==> config.mk <==
export PLATFORM = sky130hd
export DESIGN_NAME = imm_encoder
export DESIGN_NICKNAME = d
export VERILOG_FILES = /design/src/rtl/imm_pkg.sv /design/src/rtl/imm_field_pack.sv /design/src/rtl/imm_encoder.sv
export SDC_FILE = /design/constraint.sdc
export NUM_CORES = 1
export LEC_CHECK = 0
export BUFFER_PORTS_ARGS = -buffer_cell sky130_fd_sc_hd__buf_2
export CELL_PAD_IN_SITES_DETAIL_PLACEMENT = 1
export CELL_PAD_IN_SITES_GLOBAL_PLACEMENT = 2
export CORE_ASPECT_RATIO = 0.5
export CORE_UTILIZATION = 33
export CTS_CLUSTER_SIZE = 12
export DETAILED_ROUTE_END_ITERATION = 16
export MAX_ROUTING_LAYER = met4
export PLACE_DENSITY = 0.81
export SLEW_MARGIN = 25
export SYNTH_ARGS = -nofsm -noshare
export SYNTH_HDL_FRONTEND = slang
export SYNTH_SLANG_ARGS = --single-unit
==> constraint.sdc <==
create_clock -name clk -period 3.2 [get_ports clk]
set_input_delay 0.96 -clock clk [delete_from_list [all_inputs] [get_ports clk]]
set_output_delay 0.96 -clock clk [all_outputs]
set_load 0.02 [all_outputs]
==> src/rtl/imm_pkg.sv <==
// Shared definitions for the RV32I immediate encoder: format selects,
// instruction immediate-field bit positions, the stage-1 payload and
// small helpers used by the packer.
package imm_pkg;

  // Format select as carried on in_extop; codes above EXT_J alias to J.
  typedef enum logic [2:0] {
    EXT_I = 3'b000,
    EXT_U = 3'b001,
    EXT_S = 3'b010,
    EXT_B = 3'b011,
    EXT_J = 3'b100
  } ext_e;

  // Immediate-field positions inside the 32-bit instruction word.
  localparam int I_IMM_LSB  = 20;  // I: [31:20]
  localparam int U_IMM_LSB  = 12;  // U: [31:12]
  localparam int S_HI_LSB   = 25;  // S/B: [31:25] high part
  localparam int S_LO_LSB   = 7;   // S: [11:7] low part
  localparam int B_LO_LSB   = 8;   // B: [11:8] = imm[4:1]
  localparam int B_B11_BIT  = 7;   // B: [7] = imm[11]
  localparam int SIGN_BIT   = 31;  // B/J: sign bit of the immediate
  localparam int J_LO_LSB   = 21;  // J: [30:21] = imm[10:1]
  localparam int J_B11_BIT  = 20;  // J: [20] = imm[11]
  localparam int J_MID_LSB  = 12;  // J: [19:12] = imm[19:12]

  // Request captured by stage 1 and consumed by stage 2.
  typedef struct packed {
    logic [2:0]  extop;
    logic [31:0] imm;
    logic [31:0] tmpl;
  } s1_payload_t;

  // Map the raw 3-bit select onto a format; 100..111 all mean J.
  function automatic ext_e ext_decode(input logic [2:0] raw);
    return (raw > 3'b011) ? EXT_J : ext_e'(raw);
  endfunction

  // True when imm[31:msb] are all equal, i.e. imm fits a signed field
  // whose sign bit sits at position msb.
  function automatic logic sext_fits(input logic [31:0] imm, input int msb);
    logic [31:0] top;
    top = $signed(imm) >>> msb;
    return (top == '0) || (top == '1);
  endfunction

endpackage

==> src/rtl/imm_field_pack.sv <==
// Combinational packer: writes a 32-bit immediate into the immediate
// fields of an RV32I instruction template and flags immediates that the
// selected format cannot represent. Non-immediate template bits pass
// through untouched; on error the truncated encoding is still produced.
module imm_field_pack
  import imm_pkg::*;
(
  input  logic [2:0]  extop,
  input  logic [31:0] imm,
  input  logic [31:0] tmpl,
  output logic [31:0] instr,
  output logic        err
);

  // Overwrite the immediate fields of the selected format and range-check.
  always_comb begin
    // NOTE: default every output first so no path through the case can
    // leave a value unassigned and infer a latch.
    instr = tmpl;
    err   = 1'b0;
    case (ext_decode(extop))
      EXT_I: begin
        instr[I_IMM_LSB +: 12] = imm[11:0];
        err                    = !sext_fits(imm, 11);
      end
      EXT_U: begin
        instr[U_IMM_LSB +: 20] = imm[31:12];
        err                    = (imm[11:0] != 12'h000);
      end
      EXT_S: begin
        instr[S_HI_LSB +: 7]   = imm[11:5];
        instr[S_LO_LSB +: 5]   = imm[4:0];
        err                    = !sext_fits(imm, 11);
      end
      EXT_B: begin
        instr[SIGN_BIT]        = imm[12];
        instr[S_HI_LSB +: 6]   = imm[10:5];
        instr[B_LO_LSB +: 4]   = imm[4:1];
        instr[B_B11_BIT]       = imm[11];
        err                    = !sext_fits(imm, 12) || imm[0];
      end
      default: begin
        instr[SIGN_BIT]        = imm[20];
        instr[J_LO_LSB +: 10]  = imm[10:1];
        instr[J_B11_BIT]       = imm[11];
        instr[J_MID_LSB +: 8]  = imm[19:12];
        err                    = !sext_fits(imm, 20) || imm[0];
      end
    endcase
  end

endmodule

==> src/rtl/imm_encoder.sv <==
// RV32I immediate encoder: two-stage valid/ready pipeline that packs a
// 32-bit immediate into an instruction template, flags unrepresentable
// immediates and keeps saturating handoff/error counters.
// Stage 1 registers the request; stage 2 packs, range-checks and
// registers the result. Full throughput with out_ready held high.
// Optional build macro IMM_ENCODER_ROUNDTRIP_EN adds a registered
// rt_mismatch flag that decodes each result back and compares it with
// the original immediate.
module imm_encoder
  import imm_pkg::*;
#(
  parameter int CNT_W = 16
) (
  input  logic             clk,
  input  logic             rst,
  input  logic             in_valid,
  output logic             in_ready,
  input  logic [2:0]       in_extop,
  input  logic [31:0]      in_imm,
  input  logic [31:0]      in_tmpl,
  output logic             out_valid,
  input  logic             out_ready,
  output logic [31:0]      out_instr,
  output logic             out_err,
`ifdef IMM_ENCODER_ROUNDTRIP_EN
  output logic             rt_mismatch,
`endif
  output logic [CNT_W-1:0] enc_count,
  output logic [CNT_W-1:0] err_count
);

  logic        v1;
  s1_payload_t d1;
  logic        adv1;
  logic        adv2;
  logic        fire;
  logic [31:0] pack_instr;
  logic        pack_err;

  // Each stage moves when it is empty or its downstream is moving.
  assign adv2     = !out_valid || out_ready;
  assign adv1     = !v1 || adv2;
  assign in_ready = adv1;
  assign fire     = out_valid && out_ready;

  // Stage 1 valid bit: loads whenever the stage advances.
  always_ff @(posedge clk) begin
    if (rst) begin
      v1 <= 1'b0;
    end else if (adv1) begin
      v1 <= in_valid;
    end
  end

  // Stage 1 payload: captured on accept.
  // NOTE: the payload is deliberately not reset; it is only observed
  // while v1 is set, so clearing it would add reset fan-out for nothing.
  always_ff @(posedge clk) begin
    if (adv1 && in_valid) begin
      d1 <= '{extop: in_extop, imm: in_imm, tmpl: in_tmpl};
    end
  end

  imm_field_pack u_pack (
    .extop (d1.extop),
    .imm   (d1.imm),
    .tmpl  (d1.tmpl),
    .instr (pack_instr),
    .err   (pack_err)
  );

  // Stage 2: register the packed result; holds while stalled.
  always_ff @(posedge clk) begin
    if (rst) begin
      out_valid <= 1'b0;
      out_instr <= '0;
      out_err   <= 1'b0;
    end else if (adv2) begin
      out_valid <= v1;
      if (v1) begin
        out_instr <= pack_instr;
        out_err   <= pack_err;
      end
    end
  end

  // Saturating statistics counted on each output handshake.
  always_ff @(posedge clk) begin
    if (rst) begin
      enc_count <= '0;
      err_count <= '0;
    end else if (fire) begin
      if (enc_count != '1) begin
        enc_count <= enc_count + CNT_W'(1);
      end
      if (out_err && (err_count != '1)) begin
        err_count <= err_count + CNT_W'(1);
      end
    end
  end

`ifdef IMM_ENCODER_ROUNDTRIP_EN
  logic [31:0] rt_imm;

  // Decode the packed word back to a sign-extended immediate.
  always_comb begin
    rt_imm = '0;
    case (ext_decode(d1.extop))
      EXT_I:   rt_imm = {{20{pack_instr[31]}}, pack_instr[31:20]};
      EXT_U:   rt_imm = {pack_instr[31:12], 12'h000};
      EXT_S:   rt_imm = {{20{pack_instr[31]}}, pack_instr[31:25], pack_instr[11:7]};
      EXT_B:   rt_imm = {{19{pack_instr[31]}}, pack_instr[31], pack_instr[7],
                         pack_instr[30:25], pack_instr[11:8], 1'b0};
      default: rt_imm = {{11{pack_instr[31]}}, pack_instr[31], pack_instr[19:12],
                         pack_instr[20], pack_instr[30:21], 1'b0};
    endcase
  end

  // Flag a valid, in-range result whose decoded immediate disagrees.
  always_ff @(posedge clk) begin
    if (rst) begin
      rt_mismatch <= 1'b0;
    end else if (adv2) begin
      rt_mismatch <= v1 && !pack_err && (rt_imm != d1.imm);
    end
  end
`endif

endmodule

==> impl_results.md <==
- Maximum buffer depth of the clock tree: 2
- Worst slew pin tran: 915 ps
- Synth warnings: 0
- Most common cell in the netlist: dfxtp_1
- Yosys top cell by area: edfxtp_1
- Setup_tns: 0 ps
- Synth Flop Type: dfxtp_1
- Critical Path AT: 1560 ps
- Setup Skew: 15.5 ps
- Yosys top cell area share: 35.0%
- Flip-flop and latch count after synthesis: 127
- Critical Path Fanout Max: 4
- Max Transition Viols Final: 0
- Post-synthesis sequential area ratio: 61.0%
- Worst r2r src: err_count[2]
- Post-route antenna net violation count: 0
- Rel. slew slack: 39.0%
- Hold Crit Class: reg -> reg
- DRT Pass-1 Iters: 6
- Synthesis-to-finish area growth: 28.0%
- Worst Hold Path Cells: 2
- Worst Setup End Kind: primary output
- Chip Width: 179 um
- Final setup viols: 0
- Area occupied by multi-input gates: 1900 sq um
- Largest net degree at the start of global routing: 59
- Vias: 3961
- H-tree level count: 4
- Fin nets: 657
- Final RePlAce weighted congestion: 0.771
- Die span in y: 90.4 um
- Reg clk slew, reported paths: 60 ps
- Critical R2R Capture: err_count[9]
- Final worst-path cycle share: 78.9%
- Core Region: 14900 sq um
- Post-synth ARST share: 0%
- Max Clk Rate: 396 MHz
- Hold Path End: out_instr[22]
- Top cells by area, synth: edfxtp_1 35%, dfxtp_1 26%, mux2i_1 4.7%
- Mapped Nets: 524
- Cell Area, Synth: 5150 sq um
- Initial antenna violation count: 0
- Num CTS Buffers: 17
- Fillers: 1658
- CTS Sinks: 127
- Fin. Hold Viols: 0
- PnR worst setup slack: 677 ps
- Pre-CTS WS: 688 ps
- CP startpoint kind: input pin
- Row count: 31
- Avg Cell Area, Syn: 11.4 sq um
- PD cells: 612 nW/um^2
- Resized cells post-CTS: 0
- Reg2Reg Depth: 5
- Ant. Diodes: 0
- Overall routed net length: 13000 um
- Sequential cell area: 3140 sq um
- Post-CTS setup buffer count: 0
- Peak VDD IR: 0.398 mV
- Kind of critical path: in -> out
- Total Routing Usage GR: 17.5%
- Initial DRC count: 179
- Buffers on Ports: 130
- Reg2Reg Setup Slack: 1270 ps
- Min Clock Period, post-route: 2520 ps
- Yosys cell types: 48
- Wire per inst: 16.3 um
- Share of the core filled with cells: 44.4%
- Critical Path RT: 2240 ps
- Global route overflow: 0
- Lkg Pwr: 2.65 nW
- Share of cells above drive strength 1: 30.3%
- Post-synth top cells: 67 x dfxtp_1, 60 x edfxtp_1, 55 x nor2_1, 33 x nand2_1
- Latest clock arrival within the worst-skew pair: 410 ps
- Vias per cell: 4.98
- I/O pin total: 138
- DPL Wire Length: 9190 um
- Status: finished clean
- Cells after Synth: 451
- RSZ-0062 raised after global routing: false
- Hold wc startpoint: out_instr[22]
- Die area: 16100 sq um
- Final routed DRC violation total: 0
- Root Driver: clkbuf_16
- First-pass GRT wire length: 21200 um
- Hold_buf cts: 0
- Initial Util: 34.7%
- Vias in the first global route: 3987
- EDFF count, synth: 60
- Max-Cap Viols: 0
- CTS tree: yes
-- placed cells by master (no fill, tap or decap), types with 7 or more instances in the layout --
cell       Yosys  final
a211oi_1      21     21
a21oi_1       24     24
buf_2          6    130
clkbuf_16      0     17
dfxtp_1       67     67
edfxtp_1      60     60
mux2i_1       24     24
nand2_1       33     33
nand3_1       11     11
nand4_1       17     17
nor2_1        55     55
nor2b_1        7      7
nor3_1        11     11
nor4_1        15     15
xor2_1        12     12
-- area by class of cell --
| class | count | area share [%] |
|---|---|---|
| multi-input combinational | 300 | 28.9 |
| sequential | 127 | 47.6 |
| tap | 198 | 3.76 |
| clock inverter | 14 | 2.39 |
| clock buffer | 18 | 6.51 |
| inverter | 2 | 0.114 |
| timing repair buffer | 136 | 10.7 |
-- stage by stage --
stage	hold slack (ps)	std cells	total power (W)	instance area, sq um
2_1_floorplan	471	451	0.00202	5150
6_report	460	795	0.00403	6600
4_1_cts	463	795	0.00409	6600
5_1_grt	482	795	0.00419	6600
3_3_place_gp	443	763	0.00214	6010
3_5_place_dp	449	763	0.00215	6010
-- state kept, by name (all words and copies together) (netlist names) --
signal,cells
d1,60
out_instr,32
enc_count,16
err_count,16
out_err,1
out_valid,1
v1,1
-- cell families after synthesis --
group | after synthesis | share of synthesized area, %
compound gates | 72 | 9.76
simple gates | 182 | 18.4
xor+xnor | 16 | 2.72
fa+ha+maj | 2 | 0.486
flops | 127 | 61.0
mux | 28 | 5.54
buf+inv | 24 | 2.11
-- worst max-delay path by stage --
stage,endpoint,slack (ps),start,depth (start not counted)
2_1_floorplan,d1[0],120,out_ready,3
3_3_place_gp,in_ready,730,out_ready,4
3_5_place_dp,in_ready,690,out_ready,4
4_1_cts,in_ready,680,out_ready,4
5_1_grt,in_ready,630,out_ready,4
6_report,in_ready,680,out_ready,4
-- per-layer routing --
layer	global-route usage, %	part of all wire [%]	up-vias
li1	-	-	1957
met1	23.1	49	1931
met2	26.5	47	64
met3	3.41	2.7	9
met4	6.50	0.95	0
met5	-	0	-
-- worst max-delay path, stage by stage --
cell	delay (ps)
buf_2	120
nor2b_1	220
nand2_1	100
buf_2	160
-- report_power, final --
group / total [W] / internal (W) / switching, W
clock network: 0.00193 / 0.00116 / 0.000763
logic: 0.000268 / 0.000104 / 0.000164
registers: 0.00184 / 0.00179 / 0.0000538
No activity file was read; power rests on OpenSTA's default activity.
